--- src/rtl/frame_framer.sv ---
// frame_framer: wraps the packed-pixel byte stream into frames of
// sync0, sync1, payload_bytes_p payload bytes and an 8-bit additive checksum.
// A single output register carries every byte; it reloads whenever it is free.
module frame_framer #(
  parameter int unsigned payload_bytes_p = 4800,
  parameter logic [7:0]  sync0_p         = 8'hA5,
  parameter logic [7:0]  sync1_p         = 8'h5A
) (
  input  logic       clk_i,
  input  logic       reset_ni,
  input  logic [7:0] data_i,
  input  logic       valid_i,
  output logic       ready_o,
  output logic [7:0] data_o,
  output logic       valid_o,
  input  logic       ready_i,
  output logic       frame_done_o
);

  localparam int unsigned CountW = $clog2(payload_bytes_p + 1);
  localparam logic [CountW-1:0] LastCount = CountW'(payload_bytes_p - 1);

  typedef enum logic [1:0] {HDR0, HDR1, PAY, CSUM} state_e;

  state_e            state_q, state_d;
  logic [CountW-1:0] count_q, count_d;
  logic [7:0]        sum_q, sum_d;
  logic [7:0]        data_q, data_d;
  logic              valid_q, valid_d;
  // Marks that the byte currently held in the output register is the checksum.
  logic              csum_q, csum_d;

  logic slot_free;
  logic out_fire;

  assign slot_free    = !valid_q || ready_i;
  assign out_fire     = valid_q && ready_i;
  assign ready_o      = (state_q == PAY) && slot_free;
  assign data_o       = data_q;
  assign valid_o      = valid_q;
  assign frame_done_o = out_fire && csum_q;

  // Next-state logic: one byte is loaded per slot-free cycle; otherwise hold.
  always_comb begin
    state_d = state_q;
    count_d = count_q;
    sum_d   = sum_q;
    data_d  = data_q;
    csum_d  = csum_q;
    // A held byte stays valid until it is accepted downstream.
    valid_d = valid_q && !ready_i;
    if (slot_free) begin
      unique case (state_q)
        HDR0: begin
          data_d  = sync0_p;
          valid_d = 1'b1;
          csum_d  = 1'b0;
          state_d = HDR1;
        end
        HDR1: begin
          data_d  = sync1_p;
          valid_d = 1'b1;
          csum_d  = 1'b0;
          sum_d   = '0;
          count_d = '0;
          state_d = PAY;
        end
        PAY: begin
          if (valid_i) begin
            data_d  = data_i;
            valid_d = 1'b1;
            csum_d  = 1'b0;
            sum_d   = sum_q + data_i;
            if (count_q == LastCount) begin
              count_d = '0;
              state_d = CSUM;
            end else begin
              count_d = count_q + CountW'(1);
            end
          end
        end
        CSUM: begin
          data_d  = sum_q;
          valid_d = 1'b1;
          csum_d  = 1'b1;
          state_d = HDR0;
        end
        default: state_d = HDR0;
      endcase
    end
  end

  // State and output registers with asynchronous active-low reset.
  always_ff @(posedge clk_i or negedge reset_ni) begin
    if (!reset_ni) begin
      state_q <= HDR0;
      count_q <= '0;
      sum_q   <= '0;
      data_q  <= '0;
      valid_q <= 1'b0;
      csum_q  <= 1'b0;
    end else begin
      state_q <= state_d;
      count_q <= count_d;
      sum_q   <= sum_d;
      data_q  <= data_d;
      valid_q <= valid_d;
      csum_q  <= csum_d;
    end
  end

endmodule

--- config.mk ---
export PLATFORM = sky130hd
export DESIGN_NAME = frame_framer
export DESIGN_NICKNAME = d
export VERILOG_FILES = /design/src/rtl/frame_framer.sv
export SDC_FILE = /design/constraint.sdc
export NUM_CORES = 1
export LEC_CHECK = 0
export BUFFER_PORTS_ARGS = -buffer_cell sky130_fd_sc_hd__buf_2
export CORE_MARGIN = 2
export CORE_UTILIZATION = 43
export CTS_BUF_LIST = sky130_fd_sc_hd__clkbuf_16
export DETAILED_ROUTE_END_ITERATION = 7
export SYNTH_ARGS = -nofsm -noshare
export SYNTH_HDL_FRONTEND = slang
export SYNTH_SLANG_ARGS = --single-unit
--- constraint.sdc ---
create_clock -name clk_i -period 2.5 [get_ports clk_i]
set_input_delay 0.625 -clock clk_i [delete_from_list [all_inputs] [get_ports clk_i]]
set_output_delay 0.625 -clock clk_i [all_outputs]
set_load 0.005 [all_outputs]
# After elaboration in Yosys (flattened, before gate mapping)
# Index checks and enable logic that the tools add are counted.
# op_classes
add_sub_neg,2
n_eq_ne,6
reduce_logical,14
muxes,15
# op_table
op,n
$pmux W8 S4,1
$mux W13,2
$pmux W13 S2,1
$mux W8,2
$pmux W8 S2,1
$add A13 B1 Y13 const B,1
$eq A13 B13 Y1 const B,1
$add A8 B8 Y8,1
$pmux W2 S4,1
$reduce_and A3 Y1,2
$eq A2 B2 Y1 const B,2
$logic_and A1 B1 Y1,4
$mux W2,2
$mux W1,3
$pmux W1 S3,1
$reduce_or A3 Y1,1
$eq A2 B1 Y1 const B,1
$logic_not A1 Y1,2
$logic_not A2 Y1,1
$ne A2 B1 Y1 const B,1
$ne A2 B2 Y1 const B,1
$pmux W1 S2,1
$reduce_and A2 Y1,1
$reduce_bool A2 Y1,1
other kinds (2),2
# totals
input_bits,12
register_bits,33
out_inout_bits,11

# Longest topological paths before layout
# logic_depth
word_depth,5
ltp_mapped,7
ltp_nobuf,7

# Worst setup path after synthesis
# No wires, ideal clock.
# synth_path
path_type,in2reg
start,in data_i[4]
end,reg sum_q[7]
arrival_time_ps,1916
setup_time_ps,124
cell_stages,6
required_time_ps,2376
slack_ps,460
cell_sequence,ha_1 nand2_1 o311ai_0 a21boi_0 nand2b_1 a211o_1
# synth_between
elab_chain_len,3
# synth_lines
element,line,rtl
"start, declared",11,"input logic [7:0] data_i,"
$add A8 B8 Y8,73,sum_d = sum_q + data_i;
$mux W8,69,if (valid_i) begin
$pmux W8 S2,53,unique case (state_q)
"end signal, assigned",105,sum_q <= sum_d;
"end, declared",27,"logic [7:0] sum_q, sum_d;"
# Every way passes these cells. The select of a mux whose other input is x is not followed.
# A chain may end at the register's enable or synchronous reset.

# Worst setup path after layout
# layout_path
start,reg state_q[0]
end,out ready_o
# layout_between
elab_chain_len,2
# layout_lines
element,line,rtl
"start, declared",25,"state_e state_q, state_d;"
"start signal, assigned",103,state_q <= state_d;
$eq A2 B2 Y1,38,assign ready_o = (state_q == PAY) && slot_free;
$logic_and A1 B1 Y1,38,
"end, declared",13,"output logic ready_o,"
# Every way passes these cells.

==> summary by stage <==
Timing
Setup violations remaining at the end of the flow were counted as 0. Clock skew on the completed layout was measured at about 5.8 ps. Setup repair after global routing left no endpoint under its margin.

The setup TNS after final layout is 0 ps. At the pin with the least slew margin, the transition time is about 720 ps. The part of the cycle the worst path needs is 0.904. Measured against its own limit, the worst slew margin works out to 0.519.

The final-report hold violation count is 0. The number of max-slew violations in the final report is 0. Based on the critical path, the design can be clocked at up to approximately 0.44 GHz. The final critical-path required period is approximately 2300 ps.

Final layout
The net total in the final layout is ~250. Relative to the synthesized area, the layout overhead comes to 15.7%. The fraction of final layout cells with drive strength greater than 1 is 0.154.

The most common cell after layout, fill and taps aside is dfrtp_1. The number of fillers in the final layout is 403. In the layout the commonest cells are dfrtp_1 (33), nand2_1 (22), buf_2 (22). The sequential cells in the finished layout cover a total of 826 µm². The area of the multi-input gates is around 1100 µm². The number of antenna diodes in the final layout is 0.

Power
The total power density per cell area is 1060 nW/µm². The leakage component of the power is approximately 1.1 nW. IR analysis of the VDD net gives a maximum drop of 0.487 mV. The design draws 2.38 mW.

Setup path
The cell repeated most along the worst path is inv_1. The category of the most critical setup path is reg -> out. Data on the critical path is required at its endpoint by 1880 ps. STA classifies the critical path endpoint as a primary output. The maximum fanout count along the critical path is 12. Walking the worst path, the cells encountered are inv_1 > ha_1 > buf_4 > inv_1 > nor2_1 > buf_2. Together, buffers and inverters on the worst path number 4. The largest single stage delay on the critical path is 410 ps. STA classifies the critical path startpoint as a flip-flop. The slowest library cell on the worst path is dfrtp_1.

The kind of cell adding the most delay to the critical path is buffers and inverters. The worst path arrival time is 1630 ps.

CTS
In this run, post-CTS hold repair placed 0 buffers. The CTS tree is done. The clock reaches the later pin of the worst-skew pair after 270 ps. The clock buffer count from CTS is 5. The root cell of the clock tree is clkbuf_16. The number of gates resized after CTS was 0.

The number of buffers on the longest clock path is 2. The deepest level of the CTS H-tree is 2. The clock slew seen by the registers of the worst setup and hold paths is 50 ps. Clock tree synthesis found a total of 33 sinks. The buffers inserted during post-CTS setup optimization is 0.

Global routing
The initial antenna violation count is 0. For this run, global-route usage on met1 was measured as 0.263. Entering global routing, the biggest net connects 34 pins.

Across every metal layer, demand over resource in global routing totals 0.187. The first global-routing pass estimated 7490 µm of wire. For this run the aggregate overflow at the end of global routing stands at 0. For this run, global-route usage on met3 was measured as 0.0299. The routing usage on met2 is 0.295. The via count of the first global-routing pass is 1517.

met2 is the most crowded layer.

Floorplan
Row generation in the floorplan step produced 24 rows. The floorplan step defined a die boundary enclosing roughly 5100 µm². The placeable core region is ~4400 µm². The effective utilization at floorplan is 0.445. The floorplan step set the die width to 71.1 µm. The floorplan step set the die height to approximately 71 µm. The I/O pin count is 23.

Synth
For this run, the register share of the synthesized area comes to 0.426. The synthesized netlist net count is 227. The mean area per synthesized cell is 9.64 µm². In the synthesized netlist the dominant register cell turns out to be dfrtp_1. The number of warnings reported in the yosys synthesis log is 0.

The largest total area in the synthesized netlist belongs to dfrtp_1. For this run, asynchronously set or reset flops after synthesis account for 1.00. The area share of the largest cell type after synthesis is 0.426. The number of flops mapped to enable cells by yosys is 0. By area the synthesized netlist is led by dfrtp_1 (43%), ha_1 (8.4%), o21ai_0 (4.9%), nand2_1 (4.3%), a22o_1 (3.2%).

Counting every instance in the synthesized netlist gives between 200 and 250. The post-synthesis instance area is 1940 µm². The number of different library cells used by synthesis comes to 45.

The synthesized design contains 33 register bits.

Outcome
The run finished with clean final reports.

Drt
The detailed router finished its first iteration with roughly 140 violations. Dividing the detail-routed via count by the number of cells gives about 5.6. The count of TritonRoute iterations in the first routing pass is 4. The total DRC errors in the routed layout is 0. The average routed wire per standard cell is 15.3 µm. The detailed router placed 1572 vias in this run. The number of antenna-violating nets in the routed design is 0. The final layout contains routed wiring with a total length of 4280 µm.

Place
The count of buffers added on input and output ports is 22. The placed wire-length estimate after detailed placement is 3080 µm. The final weighted congestion of routability-driven global placement is about 0.8.

Flow run
The number of max-cap violations is 0.

Min path
The type of the tightest min-delay check is in -> async.
[per-stage QoR]
step	utilization	setup slack [ps]	hold WS, ps	cell area (µm²)	std cells
2_1_floorplan	-	460	329	1940	201
3_3_place_gp	0.484	253	464	2110	273
3_5_place_dp	0.484	202	465	2110	273
4_1_cts	0.515	213	452	2240	280
5_1_grt	0.515	91.6	482	2240	280
6_report	0.515	241	401	2240	280
[where the power goes]
group	total (mW)	internal, mW	switching [mW]
Clock	0.566	0.356	0.210
Sequential	0.812	0.693	0.119
Combinational	1.01	0.448	0.559
[routing by layer]
metal | wire length (µm) | vias to the layer above | share of wire
li1 | - | 798 | -
met1 | 2080 | 748 | 0.49
met2 | 2040 | 21 | 0.48
met3 | 107 | 5 | 0.025
met4 | 58 | 0 | 0.014
met5 | 0 | - | 0
[state kept, by name, summed over array words and instances (netlist names)]
register / flops
count_q: 13
valid_o: 1
data_o: 8
state_q: 2
csum_q: 1
sum_q: 8
[layout make-up]
cell class	instances	area share
multi-input combinational	155	0.471
sequential	33	0.369
timing repair buffer	25	0.0592
clock buffer	5	0.0558
tap	52	0.0290
inverter	8	0.0134
clock inverter	2	0.00335
[cells in the mapped netlist, types with 2 or more instances]
| master | instances |
|---|---|
| nor2_1 | 13 |
| clkbuf_1 | 3 |
| nand2b_1 | 5 |
| o21ai_1 | 3 |
| nand3_1 | 6 |
| a21o_1 | 4 |
| a221o_1 | 4 |
| xnor2_1 | 3 |
| nor3_1 | 5 |
| mux2_2 | 2 |
| nand3b_1 | 3 |
| nand2_1 | 22 |
| inv_1 | 8 |
| o21ai_0 | 19 |
| ha_1 | 13 |
| a22o_1 | 7 |
| xor2_1 | 2 |
| a21oi_1 | 8 |
| a211o_1 | 2 |
| and3_1 | 6 |
| or3_1 | 2 |
| dfrtp_1 | 33 |
| o31ai_1 | 3 |
| a221oi_1 | 4 |
[worst paths after layout]
path | from | endpoint | slack [ps] | cells past startpoint
min in group clk_i | data_o[0] | data_o[0] | 470 | 2
max reg2reg | count_q[10] | count_q[12] | 340 | 5
min reg2reg | data_o[0] | data_o[0] | 470 | 2
max | state_q[0] | ready_o | 240 | 6
max in group asynchronous | reset_ni | state_q[0] | 1620 | 1
min | reset_ni | count_q[2] | 400 | 1
[logic make-up (layout without fill, tap and decap cells)]
kind of cell / after synthesis / in the layout / synth area share
flip-flops: 33 / 33 / 0.426
multiplexers: 3 / 3 / 0.0174
AND/OR/NAND/NOR: 71 / 71 / 0.192
AO/OA/AOI/OAI: 62 / 62 / 0.218
buffers and inverters: 13 / 40 / 0.0291
adder cells (fa/ha/maj): 14 / 14 / 0.0943
XOR/XNOR: 5 / 5 / 0.0226
Note: power is estimated with default switching activity, not from simulation.
